`src/rtl/enc_pkg.sv`:
```
// rtl/enc_pkg.sv - shared types and defaults for the encoder pipeline controller
// Optional feature macro: ENC_SYMBOL_COUNT_EN (per-frame symbol counter).
package enc_pkg;

    typedef enum logic [2:0] {
        ST_IDLE  = 3'd0,
        ST_RUN   = 3'd1,
        ST_DRAIN = 3'd2,
        ST_FLUSH = 3'd3,
        ST_DONE  = 3'd4
    } enc_state_t;

    localparam int DEF_PIPE_DEPTH   = 3;
    localparam int DEF_FLUSH_CYCLES = 2;
    localparam int DEF_CNT_WIDTH    = 24;

`ifdef ENC_SYMBOL_COUNT_EN
    localparam bit SYM_CNT_EN = 1'b1;
    localparam int SYM_CNT_W  = DEF_CNT_WIDTH;
`else
    localparam bit SYM_CNT_EN = 1'b0;
    localparam int SYM_CNT_W  = 0;
`endif

    // Width of a counter that walks 0 .. n-1; never narrower than one bit.
    function automatic int flush_cnt_w(input int n);
        return (n > 1) ? $clog2(n) : 1;
    endfunction

endpackage

```
`src/rtl/encoder_pipe_ctrl_if.sv`:
```
// rtl/encoder_pipe_ctrl_if.sv - upstream request / downstream result handshake bundle
interface encoder_pipe_ctrl_if;

    logic in_valid;
    logic in_last;
    logic in_ready;
    logic out_valid;
    logic out_ready;

    modport master (
        output in_valid,
        output in_last,
        output out_ready,
        input  in_ready,
        input  out_valid
    );

    modport slave (
        input  in_valid,
        input  in_last,
        input  out_ready,
        output in_ready,
        output out_valid
    );

endinterface

```
`src/rtl/enc_valid_pipe.sv`:
```
// rtl/enc_valid_pipe.sv - occupancy shift register that moves in lock-step with the stage enables
module enc_valid_pipe #(
    parameter int PIPE_DEPTH = 3
) (
    input  logic                  clk,
    input  logic                  reset,
    input  logic                  adv,
    input  logic                  in_bit,
    output logic [PIPE_DEPTH-1:0] valid
);

    generate
        if (PIPE_DEPTH == 1) begin : g_single
            always_ff @(posedge clk or negedge reset) begin
                if (!reset) begin
                    valid <= '0;
                end else if (adv) begin
                    valid <= in_bit;
                end
            end
        end else begin : g_multi
            // Bubbles shift alongside data so every stage sees the same enable.
            always_ff @(posedge clk or negedge reset) begin
                if (!reset) begin
                    valid <= '0;
                end else if (adv) begin
                    valid <= {valid[PIPE_DEPTH-2:0], in_bit};
                end
            end
        end
    endgenerate

endmodule

```
`src/rtl/encoder_pipe_ctrl.sv`:
```
// rtl/encoder_pipe_ctrl.sv - frame sequencer for the registered range/low encoder pipeline
// Optional feature macro: ENC_SYMBOL_COUNT_EN builds the saturating symbol counter.
module encoder_pipe_ctrl
    import enc_pkg::*;
#(
    parameter int PIPE_DEPTH   = DEF_PIPE_DEPTH,
    parameter int FLUSH_CYCLES = DEF_FLUSH_CYCLES,
    parameter int CNT_WIDTH    = DEF_CNT_WIDTH
) (
    input  logic                  clk,
    input  logic                  reset,
    encoder_pipe_ctrl_if.slave    hs,
    output logic [PIPE_DEPTH-1:0] stage_en,
    output logic [PIPE_DEPTH-1:0] stage_valid,
    output logic                  flush_en,
    output logic                  busy,
    output logic                  done,
    output logic [CNT_WIDTH-1:0]  symbol_count
);

    localparam int                FC_W    = flush_cnt_w(FLUSH_CYCLES);
    localparam logic [FC_W-1:0]   FC_LAST = FC_W'(FLUSH_CYCLES - 1);

    enc_state_t      state;
    enc_state_t      state_nxt;
    logic [FC_W-1:0] flush_cnt;
    logic            adv;
    logic            accept;
    logic            pipe_empty;
    logic            flush_last;

    // The last stage is the only place a stall can originate.
    assign adv        = ~stage_valid[PIPE_DEPTH-1] | hs.out_ready;
    assign stage_en   = {PIPE_DEPTH{adv}};
    assign accept     = hs.in_valid & hs.in_ready;
    assign pipe_empty = ~|stage_valid;
    assign flush_last = hs.out_ready && (flush_cnt == FC_LAST);

    assign hs.out_valid = stage_valid[PIPE_DEPTH-1];

    enc_valid_pipe #(
        .PIPE_DEPTH (PIPE_DEPTH)
    ) u_valid_pipe (
        .clk    (clk),
        .reset  (reset),
        .adv    (adv),
        .in_bit (accept),
        .valid  (stage_valid)
    );

    always_ff @(posedge clk or negedge reset) begin
        if (!reset) begin
            state <= ST_IDLE;
        end else begin
            state <= state_nxt;
        end
    end

    always_comb begin
        state_nxt = state;
        case (state)
            ST_IDLE: begin
                if (accept) begin
                    state_nxt = hs.in_last ? ST_DRAIN : ST_RUN;
                end
            end
            ST_RUN: begin
                if (accept && hs.in_last) begin
                    state_nxt = ST_DRAIN;
                end
            end
            ST_DRAIN: begin
                if (pipe_empty) begin
                    state_nxt = ST_FLUSH;
                end
            end
            ST_FLUSH: begin
                if (flush_last) begin
                    state_nxt = ST_DONE;
                end
            end
            ST_DONE: begin
                state_nxt = ST_IDLE;
            end
            default: begin
                state_nxt = ST_IDLE;
            end
        endcase
    end

    always_comb begin
        hs.in_ready = 1'b0;
        flush_en    = 1'b0;
        busy        = 1'b1;
        done        = 1'b0;
        case (state)
            ST_IDLE: begin
                hs.in_ready = adv;
                busy        = 1'b0;
            end
            ST_RUN: begin
                hs.in_ready = adv;
            end
            ST_FLUSH: begin
                flush_en = 1'b1;
            end
            ST_DONE: begin
                done = 1'b1;
            end
            default: begin
                hs.in_ready = 1'b0;
            end
        endcase
    end

    // Only cycles the packer actually takes count toward the flush length.
    always_ff @(posedge clk or negedge reset) begin
        if (!reset) begin
            flush_cnt <= '0;
        end else if (state == ST_FLUSH) begin
            if (flush_last) begin
                flush_cnt <= '0;
            end else if (hs.out_ready) begin
                flush_cnt <= flush_cnt + 1'b1;
            end
        end else begin
            flush_cnt <= '0;
        end
    end

`ifdef ENC_SYMBOL_COUNT_EN
    logic [CNT_WIDTH-1:0] sym_cnt;

    always_ff @(posedge clk or negedge reset) begin
        if (!reset) begin
            sym_cnt <= '0;
        end else if (accept) begin
            if (state == ST_IDLE) begin
                sym_cnt <= CNT_WIDTH'(1);
            end else if (~&sym_cnt) begin
                sym_cnt <= sym_cnt + 1'b1;
            end
        end
    end

    assign symbol_count = sym_cnt;
`else
    assign symbol_count = '0;
`endif

endmodule

```
`src/flat_wrapper.sv`:
```
// flat-port wrapper written by rule: the top's interface ports become plain ports
module encoder_pipe_ctrl_flat import enc_pkg::*;
#(
    parameter int PIPE_DEPTH   = DEF_PIPE_DEPTH,
    parameter int FLUSH_CYCLES = DEF_FLUSH_CYCLES,
    parameter int CNT_WIDTH    = DEF_CNT_WIDTH
)
  (clk, reset, stage_en, stage_valid, flush_en, busy, done, symbol_count, hs_in_valid, hs_in_last, hs_out_ready, hs_in_ready, hs_out_valid);
  encoder_pipe_ctrl_if hs_i ();
  input  logic clk;
  input  logic reset;
  output logic [PIPE_DEPTH-1:0] stage_en;
  output logic [PIPE_DEPTH-1:0] stage_valid;
  output logic flush_en;
  output logic busy;
  output logic done;
  output logic [CNT_WIDTH-1:0] symbol_count;
  input wire logic [$bits(hs_i.in_valid)-1:0] hs_in_valid;
  input wire logic [$bits(hs_i.in_last)-1:0] hs_in_last;
  input wire logic [$bits(hs_i.out_ready)-1:0] hs_out_ready;
  output wire logic [$bits(hs_i.in_ready)-1:0] hs_in_ready;
  output wire logic [$bits(hs_i.out_valid)-1:0] hs_out_valid;
  assign hs_i.in_valid = hs_in_valid;
  assign hs_i.in_last = hs_in_last;
  assign hs_i.out_ready = hs_out_ready;
  assign hs_in_ready = hs_i.in_ready;
  assign hs_out_valid = hs_i.out_valid;
  encoder_pipe_ctrl #(.PIPE_DEPTH(PIPE_DEPTH), .FLUSH_CYCLES(FLUSH_CYCLES), .CNT_WIDTH(CNT_WIDTH)) u_core (.clk(clk), .reset(reset), .hs(hs_i), .stage_en(stage_en), .stage_valid(stage_valid), .flush_en(flush_en), .busy(busy), .done(done), .symbol_count(symbol_count));
endmodule
```
`config.mk`:
```
export PLATFORM = sky130hd
export DESIGN_NAME = encoder_pipe_ctrl_flat
export DESIGN_NICKNAME = d
export VERILOG_FILES = /design/src/rtl/enc_pkg.sv /design/src/rtl/encoder_pipe_ctrl_if.sv /design/src/rtl/enc_valid_pipe.sv /design/src/rtl/encoder_pipe_ctrl.sv /design/src/flat_wrapper.sv
export SDC_FILE = /design/constraint.sdc
export NUM_CORES = 1
export LEC_CHECK = 0
export ABC_CLOCK_PERIOD_IN_PS = 1500
export CAP_MARGIN = 0
export CORE_AREA = 4 4 46 48
export CTS_BUF_LIST = sky130_fd_sc_hd__clkbuf_8 sky130_fd_sc_hd__clkbuf_16
export CTS_CLUSTER_SIZE = 16
export DETAILED_ROUTE_END_ITERATION = 6
export DIE_AREA = 0 0 50 52
export PLACE_DENSITY = 0.75
export SYNTH_ARGS = -nofsm -noshare
export SYNTH_HDL_FRONTEND = slang
export SYNTH_SLANG_ARGS = --single-unit
```
`constraint.sdc`:
```
create_clock -name clk -period 1.5 [get_ports clk]
set_clock_uncertainty 0.05 [all_clocks]
set_input_delay 0.15 -clock clk [delete_from_list [all_inputs] [get_ports clk]]
set_output_delay 0.15 -clock clk [all_outputs]
set_load 0.01 [all_outputs]
```
==> metrics.txt <==
register bit count reported by yosys=7; GR Util All Layers=7.669%; DRT iter0 DRCs=4; chip width=50 um; peak supply drop=513.4 uV; area share of the largest cell type after synthesis=38.80%; async set or reset register ratio after synthesis=100.0%; total number of vias=398; clock share of power=20.7%; core box area=0.001708 mm^2; Final min period=1.444 ns; Pre-antenna DRT Iters=4; CP required=1.30 ns; fin. max-slew vios=0; Initial Util=31.72%; post-synthesis instance area=541.8 um^2; Root Buffer Master=clkbuf_8; Gate power share=51.5%; I/O pin cnt=40; Setup-failing EPs final=0; final cell count without fillers=109; Setup TNS=0 ns; row count=15; count of different cell masters after synthesis=20; final worst-path cycle share=96.23%; initial antenna violation count=0; GP Congestion=0.7831; r2r endpoint=u_core.state[0]$_DFFE_PN0P_; most instantiated library cell after synthesis=buf_4; Remaining DRCs=0; Placed Cells=103; Startpoint Class=flop; max layer used=met3; CTS tree=built; status=finished, final reports clean; RR Startpoint=u_core.u_valid_pipe.valid[2]$_DFFE_PN0N_; Antenna Nets Post-Route=0; HP Class=in -> async; # nets final=90; hold buffers post-CTS=0; yosys warns=0; ys flop type=dfrtp_1; DRT met1 WL=339 um; die area=0.002600 mm^2; H-tree levels=1; crit end category=primary output; Max-Cap Viols=0; Crit Path Class=reg -> out; cell taking the most area after synthesis=buf_4; Int Power=0.0007766 W; top cells by area, synth=buf_4, dfrtp_1, nor3_1; Core Util, Final=41.03%; ant diodes=0; Max clock buf depth=2; Post-synth EDFFs=0; Inserted Clock Buffers=3; total gr overflow=0; multi-input logic area=231.5 um^2; RSZ-0062 raised after global routing=yes; global-route wire length before repair=1483 um; post-route setup slack=0.05649 ns; Gate Count Post-Synth=62; WL per Instance=9.560 um; synthesized area per cell=8.738 um^2; met2 wire length=619 um; final hold violation count=0; register area=175.2 um^2; largest net degree at the start of global routing=8; die height=52 um; critical path arrival=1.24 ns; worst reg2reg path depth=6; area grow syn2layout=29.33%; Seq pwr share=27.8%; post-DP HPWL=847.9 um; Lkg Pwr=0.3599 nW; Clk pin slew, worst setup/hold paths=0.04 ns; clk_lat worst skew=0.22 ns; PortBufs=15; CP Max Fanout=4; layout cells sized above 1=17.86%; Psw=0.0004118 W; Sw Ratio=34.65%; number of fill cells=177; synth cell count leaders=buf_4, dfrtp_1, nand2_1; sequential area share after synthesis=32.33%; CTS sink count=7; Final Power=0.001188 W; FF-to-FF setup slack=0.11 ns; vias in the first global route=345; Setup WS pre-CTS=-0.2564 ns; Peak Freq=692.8 MHz; pwr dens=1696 mW/mm^2; Routed WL=1042 um; vias per std cell=3.651; met3 wire len=83 um
[final cells by class]
cell class | instances | area share (%)
tap | 25 | 4.464
multi-input combinational | 47 | 33.04
timing repair buffer | 24 | 30.00
inverter | 2 | 1.071
clock inverter | 1 | 0.5357
sequential | 7 | 25.00
clock buffer | 3 | 5.893
[timing repair]
item / CTS / global route
pin swaps: 0 / 0
resized for setup: 8 / 2
gates cloned: 0 / 0
setup endpoints to repair: 7 / 2
buffers inserted: 0 / 2
[cells in the final DEF (no fill, tap or decap)]
cell type	n
clkbuf_8	3
nor2b_4	1
or2b_1	1
nand2_1	5
inv_2	1
dfrtp_1	7
nor3_1	4
or3_1	1
buf_4	9
clkdlybuf4s50_1	7
nor3b_1	1
dlygate4sd2_1	6
nor2_1	2
nor4_1	1
a21oi_1	2
a31oi_1	1
xnor2_1	1
a22o_2	1
o32ai_1	1
inv_1	2
clkdlybuf4s15_1	2
a311o_1	1
conb_1	24
[worst max-delay path: stages (launching register included)]
cell             delay [ns]
dfrtp_1                0.41
buf_4                  0.16
nor3b_1                0.18
clkdlybuf4s15_1        0.27
[cell families (layout without fill, tap and decap cells)]
logic type | count (synthesis) | count (layout) | share of synthesized area (%)
XOR/XNOR | 1 | 1 | 1.617
AO/OA/AOI/OAI | 6 | 6 | 8.315
AND/OR/NAND/NOR | 16 | 16 | 16.17
flip-flops | 7 | 7 | 32.33
buffers and inverters | 31 | 30 | 40.88
other | 1 | 24 | 0.6922
[worst max-delay path by stage]
stage,startpoint,endpoint
floorplan,u_core.u_valid_pipe.valid[2]$_DFFE_PN0N_,u_core.state[0]$_DFFE_PN0P_
global placement,hs_out_ready,hs_in_ready
detailed placement,hs_out_ready,hs_in_ready
CTS,u_core.state[1]$_DFFE_PN0P_,busy
global route,u_core.state[1]$_DFFE_PN0P_,done
finish,u_core.state[1]$_DFFE_PN0P_,done
[power groups by stage]
| stage | clock (W) | sequential [W] | combinational [W] |
|---|---|---|---|
| after global placement | 0 | 0.000328 | 0.000611 |
| after global routing | 0.000260 | 0.000341 | 0.000667 |
| after detailed placement | 0 | 0.000330 | 0.000620 |
| final | 0.000246 | 0.000331 | 0.000612 |
| after CTS | 0.000251 | 0.000331 | 0.000580 |
| after floorplan | 0 | 0.000342 | 0.000352 |
[metal layers]
layer  global-route usage, %  vias up
li1                        -      196
met1                   7.130      185
met2                   15.00       17
met3                   2.865        0
met4                   2.765        0
met5                       0        -
[metrics by stage]
step                      hold WS, ns  cell area (um^2)
after global placement         0.3703             648.1
after detailed placement       0.3754             648.1
after global routing           0.1629             700.7
after CTS                      0.1445             683.2
final                          0.1424             700.7
after floorplan               -0.1956             628.1
[state kept, by name, summed over array words and instances, names as in the netlist]
name	flops
u_core.flush_cnt	1
u_core.state	3
u_core.u_valid_pipe.valid	3
Note: power is estimated with default switching activity, not from simulation.
